<file path="src/rtl/ex_muldiv_pkg.sv">
// Shared constants for the EX-stage multiply/divide unit: funct codes,
// iteration count and the 2-bit controller state encoding.
package ex_muldiv_pkg;

    localparam logic [5:0] FUNCT_MFHI  = 6'h10;
    localparam logic [5:0] FUNCT_MTHI  = 6'h11;
    localparam logic [5:0] FUNCT_MFLO  = 6'h12;
    localparam logic [5:0] FUNCT_MTLO  = 6'h13;
    localparam logic [5:0] FUNCT_MULT  = 6'h18;
    localparam logic [5:0] FUNCT_MULTU = 6'h19;
    localparam logic [5:0] FUNCT_DIV   = 6'h1A;
    localparam logic [5:0] FUNCT_DIVU  = 6'h1B;

    localparam int MULDIV_ITERATIONS = 32;

    typedef enum logic [1:0] {
        MD_IDLE = 2'd0,
        MD_RUN  = 2'd1,
        MD_FIX  = 2'd2
    } md_state_e;

    function automatic logic is_start(input logic [5:0] funct);
        return (funct == FUNCT_MULT) || (funct == FUNCT_MULTU) ||
               (funct == FUNCT_DIV)  || (funct == FUNCT_DIVU);
    endfunction

    // Every funct that touches HI/LO must wait for a pending operation.
    function automatic logic is_muldiv(input logic [5:0] funct);
        return is_start(funct) ||
               (funct == FUNCT_MFHI) || (funct == FUNCT_MTHI) ||
               (funct == FUNCT_MFLO) || (funct == FUNCT_MTLO);
    endfunction

endpackage

</file>
<file path="src/rtl/muldiv_div_step.sv">
// One restoring-divide iteration: shift the next dividend bit into the
// partial remainder, subtract the divisor if it fits, shift in a quotient bit.
module muldiv_div_step #(
    parameter int W = 32
) (
    input  logic [W-1:0] i_rem,
    input  logic [W-1:0] i_quo,
    input  logic [W-1:0] i_div,
    output logic [W-1:0] o_rem,
    output logic [W-1:0] o_quo
);

    logic [W:0]   w_shift;
    logic [W-1:0] w_diff;
    logic         w_ge;

    assign w_shift = {i_rem, i_quo[W-1]};
    assign w_ge    = (w_shift >= {1'b0, i_div});
    // When the subtraction is taken the result is below the divisor, so W bits hold it.
    assign w_diff  = w_shift[W-1:0] - i_div;
    assign o_rem   = w_ge ? w_diff : w_shift[W-1:0];
    assign o_quo   = {i_quo[W-2:0], w_ge};

endmodule

</file>
<file path="src/rtl/ex_muldiv.sv">
// EX-stage iterative MULT/DIV unit owning HI/LO; requests a pipeline stall
// while busy. Build option MULDIV_FAST_MUL_EN: single-cycle multiply.
//
// state   | meaning
// MD_IDLE | no operation pending, MT/MF ops served directly
// MD_RUN  | one multiply or divide bit per cycle on magnitudes
// MD_FIX  | sign correction, HI/LO written on the exiting edge
module ex_muldiv
    import ex_muldiv_pkg::*;
#(
    parameter int DATA_WIDTH = 32,
    parameter int ITER_W     = 6
) (
    input  logic                  clk,
    input  logic                  reset,
    input  logic                  op_valid,
    input  logic [5:0]            function_in,
    input  logic [DATA_WIDTH-1:0] operand_a,
    input  logic [DATA_WIDTH-1:0] operand_b,
    output logic                  busy,
    output logic                  stall_req,
    output logic [DATA_WIDTH-1:0] result_out,
    output logic [DATA_WIDTH-1:0] hi_out,
    output logic [DATA_WIDTH-1:0] lo_out
);

    localparam logic [ITER_W-1:0] LAST_ITER = ITER_W'(MULDIV_ITERATIONS - 1);

    md_state_e             r_state;
    md_state_e             w_state_nxt;
    logic [ITER_W-1:0]     r_cnt;
    logic [DATA_WIDTH-1:0] r_hi;
    logic [DATA_WIDTH-1:0] r_lo;
    logic [DATA_WIDTH-1:0] r_acc_hi;
    logic [DATA_WIDTH-1:0] r_acc_lo;
    logic [DATA_WIDTH-1:0] r_opb;
    logic                  r_neg_a;
    logic                  r_neg_b;
    logic                  r_is_div;
    logic                  r_dbz;

    logic                    w_busy;
    logic                    w_start;
    logic                    w_direct_fix;
    logic                    w_is_div_op;
    logic                    w_signed;
    logic                    w_neg_a;
    logic                    w_neg_b;
    logic [DATA_WIDTH-1:0]   w_abs_a;
    logic [DATA_WIDTH-1:0]   w_abs_b;
    logic [DATA_WIDTH-1:0]   w_rem_nxt;
    logic [DATA_WIDTH-1:0]   w_quo_nxt;
    logic [DATA_WIDTH-1:0]   w_quo_fix;
    logic [DATA_WIDTH-1:0]   w_rem_fix;
    logic [DATA_WIDTH:0]     w_mul_sum;
    logic [2*DATA_WIDTH-1:0] w_prod_fix;

    assign w_busy      = (r_state != MD_IDLE);
    assign w_start     = op_valid && !w_busy && is_start(function_in);
    assign w_is_div_op = (function_in == FUNCT_DIV) || (function_in == FUNCT_DIVU);
    assign w_signed    = (function_in == FUNCT_MULT) || (function_in == FUNCT_DIV);
    assign w_neg_a     = w_signed && operand_a[DATA_WIDTH-1];
    assign w_neg_b     = w_signed && operand_b[DATA_WIDTH-1];
    assign w_abs_a     = w_neg_a ? -operand_a : operand_a;
    assign w_abs_b     = w_neg_b ? -operand_b : operand_b;

`ifdef MULDIV_FAST_MUL_EN
    logic [2*DATA_WIDTH-1:0] w_fast_prod;
    assign w_direct_fix = !w_is_div_op;
    assign w_fast_prod  = {{DATA_WIDTH{1'b0}}, w_abs_a} * {{DATA_WIDTH{1'b0}}, w_abs_b};
`else
    assign w_direct_fix = 1'b0;
`endif

    muldiv_div_step #(.W(DATA_WIDTH)) u_div_step (
        .i_rem (r_acc_hi),
        .i_quo (r_acc_lo),
        .i_div (r_opb),
        .o_rem (w_rem_nxt),
        .o_quo (w_quo_nxt)
    );

    // Shift-add: the multiplier sits in acc_lo and drains out of bit 0 as the product fills in.
    assign w_mul_sum = {1'b0, r_acc_hi} + (r_acc_lo[0] ? {1'b0, r_opb} : '0);

    assign w_prod_fix = (r_neg_a ^ r_neg_b) ? -{r_acc_hi, r_acc_lo} : {r_acc_hi, r_acc_lo};
    // Divide by zero leaves |a| as remainder, so the dividend-sign fix restores a itself.
    assign w_quo_fix  = r_dbz ? '1 : ((r_neg_a ^ r_neg_b) ? -r_acc_lo : r_acc_lo);
    assign w_rem_fix  = r_neg_a ? -r_acc_hi : r_acc_hi;

    always_ff @(posedge clk or negedge reset) begin
        if (!reset) begin
            r_state <= MD_IDLE;
        end else begin
            r_state <= w_state_nxt;
        end
    end

    always_comb begin
        w_state_nxt = r_state;
        case (r_state)
            MD_IDLE: if (w_start) w_state_nxt = w_direct_fix ? MD_FIX : MD_RUN;
            MD_RUN:  if (r_cnt == LAST_ITER) w_state_nxt = MD_FIX;
            MD_FIX:  w_state_nxt = MD_IDLE;
            default: w_state_nxt = MD_IDLE;
        endcase
    end

    always_ff @(posedge clk or negedge reset) begin
        if (!reset) begin
            r_cnt    <= '0;
            r_hi     <= '0;
            r_lo     <= '0;
            r_acc_hi <= '0;
            r_acc_lo <= '0;
            r_opb    <= '0;
            r_neg_a  <= 1'b0;
            r_neg_b  <= 1'b0;
            r_is_div <= 1'b0;
            r_dbz    <= 1'b0;
        end else begin
            case (r_state)
                MD_IDLE: begin
                    if (w_start) begin
                        r_cnt    <= '0;
                        r_opb    <= w_abs_b;
                        r_neg_a  <= w_neg_a;
                        r_neg_b  <= w_neg_b;
                        r_is_div <= w_is_div_op;
                        r_dbz    <= (operand_b == '0);
                        r_acc_hi <= '0;
                        r_acc_lo <= w_abs_a;
`ifdef MULDIV_FAST_MUL_EN
                        if (!w_is_div_op) begin
                            {r_acc_hi, r_acc_lo} <= w_fast_prod;
                        end
`endif
                    end else if (op_valid && function_in == FUNCT_MTHI) begin
                        r_hi <= operand_a;
                    end else if (op_valid && function_in == FUNCT_MTLO) begin
                        r_lo <= operand_a;
                    end
                end
                MD_RUN: begin
                    r_cnt <= r_cnt + ITER_W'(1);
                    if (r_is_div) begin
                        r_acc_hi <= w_rem_nxt;
                        r_acc_lo <= w_quo_nxt;
                    end else begin
                        r_acc_hi <= w_mul_sum[DATA_WIDTH:1];
                        r_acc_lo <= {w_mul_sum[0], r_acc_lo[DATA_WIDTH-1:1]};
                    end
                end
                MD_FIX: begin
                    if (r_is_div) begin
                        r_hi <= w_rem_fix;
                        r_lo <= w_quo_fix;
                    end else begin
                        {r_hi, r_lo} <= w_prod_fix;
                    end
                end
                default: ;
            endcase
        end
    end

    always_comb begin
        result_out = '0;
        if (op_valid && function_in == FUNCT_MFHI) begin
            result_out = r_hi;
        end else if (op_valid && function_in == FUNCT_MFLO) begin
            result_out = r_lo;
        end
    end

    assign busy      = w_busy;
    assign stall_req = op_valid && w_busy && is_muldiv(function_in);
    assign hi_out    = r_hi;
    assign lo_out    = r_lo;

endmodule

</file>
<file path="config.mk">
export PLATFORM = sky130hd
export DESIGN_NAME = ex_muldiv
export DESIGN_NICKNAME = d
export VERILOG_FILES = /design/src/rtl/ex_muldiv_pkg.sv /design/src/rtl/muldiv_div_step.sv /design/src/rtl/ex_muldiv.sv
export SDC_FILE = /design/constraint.sdc
export NUM_CORES = 1
export LEC_CHECK = 0
export ABC_AREA = 1
export ABC_CLOCK_PERIOD_IN_PS = 3200
export CELL_PAD_IN_SITES_DETAIL_PLACEMENT = 1
export CELL_PAD_IN_SITES_GLOBAL_PLACEMENT = 1
export CORE_MARGIN = 5
export CORE_UTILIZATION = 25
export DETAILED_ROUTE_END_ITERATION = 10
export MAX_ROUTING_LAYER = met4
export PLACE_DENSITY = 0.67
export SLEW_MARGIN = 30
export SYNTH_ARGS = -nofsm -noshare
export SYNTH_HDL_FRONTEND = slang
export SYNTH_HIERARCHICAL = 1
export SYNTH_SLANG_ARGS = --single-unit
</file>
<file path="constraint.sdc">
create_clock -name clk -period 3.2 [get_ports clk]
set_input_delay 0.96 -clock clk [delete_from_list [all_inputs] [get_ports clk]]
set_output_delay 0.96 -clock clk [all_outputs]
set_load 0.01 [all_outputs]
</file>
==> summary.txt, run 1 <==
outcome: finished, final reports clean
worst reg2reg endpoint: r_acc_hi[29]
initial DRC count: 1542
worst-path cell chain: buf_6, nor2_4, inv_2, buf_6, nor3_4, buf_12, buf_4, nand3_1, o21ai_0, buf_2
Synth area leaders: dfrtp_1 24%, nand2_1 18%, nor2_1 10%, inv_1 8.5%, nand3_1 7.4%
most frequent cells in the layout: 847 x nand2_1, 482 x nor2_1, 407 x inv_1
Hold Crit Depth: 1
crit path buf inv count: 6
Final Hold Vio Count: 0
total of max-cap violations: 0
DR vias/cell: 5.07
Placed Cells: 4266
initial antenna violation count: 1
H-tree depth: 4
Final nets: 3489
routed wire length: 90.0 mm
CTS root buffer: clkbuf_16
Worst Hold Class: register to register
remaining antenna violation count: 0
Yosys cell types: 48
grt ovf: 0
# port buffers: 170
CTS sink cnt: 172
Pwr Density: 929 nW/um2
fin util: 31.2%
syn nets: 3275
Clock transition at path regs: 0.07 ns
worst-margin pin slew: 0.722 ns
area leader, netlist: dfrtp_1
total number of vias: 21.8k
# DRC: 0
clock skew: 0.0176 ns
fillcell total: 9485
Die ar.: 78200 um2
Levels on crit path: 10
final setup violation count: 0
delay-heaviest family, CP: buffers and inverters
Startpoint Class: primary input
final setup TNS: 0 ns
Slowest-stage cell, CP: nor3_4
Yosys reg bits: 172
hold_ws: 0.488 ns
vias in the first global route: 21.7k
CTS tree: built
Max Fclk: 313 MHz
Ant. Diodes: 0
RSZ-0062 raised after global routing: yes
arrival time worst endpoint: 2.24 ns
Non-Filler Instances: 4308
headroom to the max-slew limit: 51.4%
Mapped Cells: 3131
commonest non-fill, non-tap cell in the layout: nand2_1
Pwr Total: 0.0208 W
Initial Util: 25.3%
GP Congestion: 0.957
Tot GR Track Use: 22.9%
core area: 71700 um2
Primary FF master, synth: dfrtp_1
count of pins over their slew limit: 0
row cnt: 98
sequential element share of the synthesized area: 23.7%
Top-Level Pins: 171
cell area after synthesis: 18200 um2
clk_lat worst skew: 0.51 ns
CTS max path bufs: 2
detailed-placement wirelength estimate: 73.9 mm
area grow syn2layout: 23.1%
mean routed wirelength per cell: 20.9 um
CTS Hold Bufs: 0
Horiz. Die Dim: 280 um
synthesis warning total: 6
drt pass-1 iters: 5
maximum VDD drop: 0.000451 V
largest net degree at the start of global routing: 91
Static Leak: 11.2 nW
reg2reg path depth: 15
min-delay src: r_cnt[5]
Synth top area share: 23.7%
Crit. End Element: output port
TritonCTS Buffers: 17
Synth Area per Inst: 5.80 um2
Hold EP: r_state[1]
WS Path Type: primary input to output port
first-pass GRT wire length: 134 mm
Critical Path Fanout Max: 5
Worst EP required: 2.24 ns
FF-to-FF setup slack: 0.16 ns
crit-path max cell delay: 0.20 ns
worst r2r src: r_acc_lo[0]
Tmin final: 3.20 ns
fin crit share: 99.9%
Post-synth EDFFs: 0
Die Y: 280 um
Post-synth ARST share: 100%
share of layout cells above drive strength 1: 8.84%
Critical Path Most Common Cell: buf_6
worst register-to-register path, cell delays in order (launching register included):
cell and delay (ns):
dfrtp_1 0.43, buf_12 0.19, nand2_1 0.12, inv_1 0.04, ha_1 0.21, fa_1 0.41, nand3_1 0.11, nand2_1 0.11
a21oi_1 0.44, o21ai_0 0.36, nand2_1 0.20, nand2_1 0.06, nand2_1 0.05, nand3_1 0.07, nand2_1 0.08, nand2_1 0.05
area by class of cell:
cell class                 count  area [um2]  area share [%]
clock inverter                15         171           0.767
clock buffer                  17         425            1.90
sequential                   172        4300            19.2
timing repair buffer         335        3060            13.7
inverter                     421        1580            7.08
multi-input combinational   2398       11600            52.0
tap                          950        1190            5.32
registers in the layout, indices dropped and copies added (netlist names):
| register | count |
|---|---|
| r_acc_lo | 32 |
| hi_out | 32 |
| r_neg_b | 1 |
| lo_out | 32 |
| r_opb | 32 |
| r_cnt | 6 |
| r_dbz | 1 |
| r_acc_hi | 32 |
| r_is_div | 1 |
| r_state | 2 |
| r_neg_a | 1 |
Yosys cell counts, types with 2 or more instances:
master,n
or2_2,4
nor3_4,2
ha_1,69
dfrtp_1,172
clkbuf_1,70
o31ai_1,6
inv_1,410
buf_2,33
o21ai_1,18
nor2_2,7
and2_1,9
a21o_1,6
buf_4,32
xor2_1,52
nand3_2,12
nand3_1,267
nand2_4,2
nor4_1,8
and3_1,2
nand2_1,848
o21a_1,4
xnor2_1,10
a21oi_1,194
inv_2,10
a31oi_1,19
a22oi_1,19
nor3_1,27
nor2_1,486
nand4_1,24
o21ai_0,233
o22ai_1,25
nand2_2,4
nor3b_1,2
buf_12,2
buf_1,2
o211ai_1,4
nand3b_1,15
nor3_2,4
o21bai_1,6
nor2_4,3
fa_1,2
stage by stage:
step | area [um2] | setup WS [ns]
floorplan | 18200 | 0.173
global placement | 21700 | -0.782
detailed placement | 21700 | -0.823
CTS | 22300 | -0.0366
global route | 22400 | -0.0238
finish | 22400 | 0.00211
metal layers:
metal / GRT usage, % / vias up / wire, um
met1: 30.3 / 10600 / 40800
li1: - / 10400 / -
met3: 2.48 / 104 / 4980
met4: 6.03 / 0 / 2250
met2: 37.4 / 659 / 42000
met5: - / - / 0
timing repair:
item | 4_1_cts | 5_1_grt
resized for setup | 167 | 22
setup buffers | 5 | 3
hold endpoints to repair | 0 | 0
pin swaps | 8 | 6
setup endpoints to repair | 33 | 33
gates cloned | 2 | 1
how the worst max path moves through the flow:
stage,from,endpoint,slack (ns)
floorplan,function_in[4],result_out[10],0.17
global placement,function_in[4],result_out[20],-0.78
detailed placement,function_in[4],result_out[4],-0.82
CTS,function_in[4],result_out[15],-0.04
global route,function_in[0],result_out[0],-0.02
finish,function_in[2],result_out[19],0.002
power breakdown:
group          switching [W]  internal (W)  total, W
Sequential           0.00122       0.00304   0.00426
Combinational        0.00948       0.00483    0.0143
Clock                0.00110       0.00111   0.00221
cell families after synthesis:
logic type      count (synthesis)  share of synthesized area [%]
compound gates                537                           15.8
buf+inv                       561                           12.7
xor+xnor                       62                           2.99
flops                         172                           23.7
fa+ha+maj                      71                           4.97
simple gates                 1728                           39.9
(Power assumes the default switching activity.)
==> run 2, diff against run 1 <==
Settings changed: CORE_ASPECT_RATIO set to 1.2, CORE_MARGIN 5 to unset.
==> summary.txt, run 2 (synthesized netlist as in run 1, its figures left out) <==
outcome: finished with violations
failing checks: negative setup slack
Logic pwr share: 67.9% (-1.0 points)
Horiz. Die Dim: 248 um (-11%)
grt ovf: 0 (unchanged)
Critical Path Fanout Max: 6 (+1)
arrival time worst endpoint: 2.27 ns (+0.03 ns)
share of layout cells above drive strength 1: 9.79% (+0.95 points)
fin util: 31.7% (+0.52 points)
worst reg2reg endpoint: r_acc_hi[27]
row cnt: 107 (+9.2%)
Crit. End Element: output port
switching pwr: 0.0113 W (-4.5%)
internal power: 0.00895 W (-0.30%)
Final nets: 3491 (+0.057%)
Worst Hold Class: primary input to async pin
commonest non-fill, non-tap cell in the layout: nand2_1
# DRC: 0 (unchanged)
H-tree depth: 4 (unchanged)
vias in the first global route: 21.9k (+1.2%)
switching fraction of total power: 55.7% (-1.1 points)
post-route setup slack: -0.0340 ns (-0.0362 ns)
drt pass-1 iters: 5 (unchanged)
Ant. Diodes: 0 (unchanged)
# port buffers: 170 (unchanged)
CTS sink cnt: 172 (unchanged)
core area: 71500 um2 (-0.33%)
CTS max path bufs: 2 (unchanged)
fin crit share: 101% (+1.1 points)
worst r2r src: r_acc_lo[0]
FF-to-FF setup slack: 0.25 ns (+0.09 ns)
DR vias/cell: 5.00 (-1.4%)
first-pass GRT wire length: 132 mm (-1.2%)
routed wire length: 87.8 mm (-2.5%)
part of the power in registers: 20.9% (+0.4 points)
Startpoint Class: primary input
worst-margin pin slew: 0.813 ns (+0.0913 ns)
crit-path max cell delay: 0.16 ns (-0.04 ns)
RSZ-0062 raised after global routing: yes
Tmin final: 3.23 ns (+0.0362 ns)
headroom to the max-slew limit: 45.8% (-5.6 points)
Worst EP required: 2.24 ns (about the same)
count of pins over their slew limit: 0 (unchanged)
largest net degree at the start of global routing: 90 (-1.1%)
total of max-cap violations: 0 (unchanged)
total number of vias: 21.4k (-1.9%)
Placed Cells: 4232 (-0.80%)
Slowest-stage cell, CP: nor3_4
detailed-placement wirelength estimate: 69.3 mm (-6.2%)
remaining antenna violation count: 0 (unchanged)
Pwr Density: 892 nW/um2 (-4.0%)
Max Fclk: 309 MHz (-1.1%)
initial antenna violation count: 0 (-1)
Final Hold Vio Count: 0 (unchanged)
CTS root buffer: clkbuf_16
GP Congestion: 0.994 (+3.8%)
Clock transition at path regs: 0.07 ns (about the same)
mean routed wirelength per cell: 20.5 um (-2.0%)
Initial Util: 25.4% (+0.085 points)
CTS tree: built
final setup violation count: 15 (+15)
Die ar.: 73800 um2 (-5.6%)
reg2reg path depth: 14 (-1)
WS Path Type: primary input to output port
initial DRC count: 1227 (-20%)
area grow syn2layout: 24.7%
Static Leak: 11.2 nW (+0.70%)
most frequent cells in the layout: 847 x nand2_1, 482 x nor2_1, 405 x inv_1
Clock power frac: 11.2% (+0.6 points)
Top-Level Pins: 171 (unchanged)
worst-path cell chain: buf_8, nor2_4, inv_2, buf_6, nor2_4, buf_6, nor3_4, buf_6, buf_12, buf_16, nand3_2, o21ai_1, buf_2
CTS Hold Bufs: 0 (unchanged)
maximum VDD drop: 0.000453 V (+0.61%)
clock skew: 0.0280 ns (+0.0105 ns)
TritonCTS Buffers: 17 (unchanged)
Die Y: 297 um (+6.3%)
Non-Filler Instances: 4286 (-0.51%)
Critical Path Most Common Cell: buf_6
clk_lat worst skew: 0.53 ns (+0.02 ns)
Tot GR Track Use: 24.5% (+1.7 points)
[run 2: power groups by stage]
stage | registers [W] | clock network, W | logic [W]
2_1_floorplan | 0.00400 | 0 | 0.00883
3_3_place_gp | 0.00420 | 0 | 0.0133
3_5_place_dp | 0.00420 | 0 | 0.0135
4_1_cts | 0.00418 | 0.00230 | 0.0136
5_1_grt | 0.00432 | 0.00235 | 0.0153
6_report | 0.00423 | 0.00226 | 0.0137
[run 2: timing repair]
| action | CTS | global route |
|---|---|---|
| pin swaps | 6 | 6 |
| buffers inserted | 10 | 5 |
| gates resized for setup | 202 | 38 |
| endpoints found under the setup margin | 33 | 33 |
| gates cloned | 8 | 0 |
[run 2: routing by layer]
metal / part of all wire, % / vias up / track usage, %
li1: - / 10400 / -
met1: 43 / 10400 / 28.2
met2: 50 / 455 / 42.2
met3: 2.7 / 146 / 2.28
met4: 4.7 / 0 / 12.2
met5: 0 / - / -
[run 2: layout make-up]
class	instances	area (um2)
clock inverter	14	146
clock buffer	18	429
tap	926	1160
inverter	421	1580
multi-input combinational	2398	11800
timing repair buffer	337	3250
sequential	172	4310
fill	9413	48800
[run 2: per-stage QoR]
step | hold slack, ns | power (W) | cell area (um2) | setup WS, ns | setup TNS, ns
global route | 0.462 | 0.0220 | 22700 | -0.0909 | -2.00
CTS | 0.416 | 0.0201 | 22500 | -0.0721 | -0.647
global placement | 0.473 | 0.0175 | 21600 | -0.762 | -23.38
detailed placement | 0.483 | 0.0177 | 21600 | -0.864 | -26.67
floorplan | 0.449 | 0.0128 | 18200 | 0.173 | 0
finish | 0.418 | 0.0202 | 22700 | -0.0340 | -0.271
[run 2: how the worst max path moves through the flow]
stage                               from              to  slack (ns)  cells after the start
after floorplan           function_in[4]  result_out[10]        0.17                      7
after global placement    function_in[4]   result_out[2]       -0.76                      9
after detailed placement  function_in[4]  result_out[16]       -0.86                      9
after CTS                 function_in[3]   result_out[8]       -0.07                     13
after global routing      function_in[3]  result_out[28]       -0.09                     13
final                     function_in[3]   result_out[8]       -0.03                     13
[run 2: worst max-delay path, delay by kind of cell]
| kind | cells | cell delay, ns |
|---|---|---|
| AOI/OAI and AO/OA | 1 | 0.07 |
| and+or+nand+nor | 4 | 0.28 |
| buffers and inverters | 8 | 0.93 |
==> run 3, diff against run 2 <==
Settings changed: ABC_CLOCK_PERIOD_IN_PS 3200 to unset.
==> results of run 3 <==
No change in the layout: final DEF, timing and power equal those of run 2.
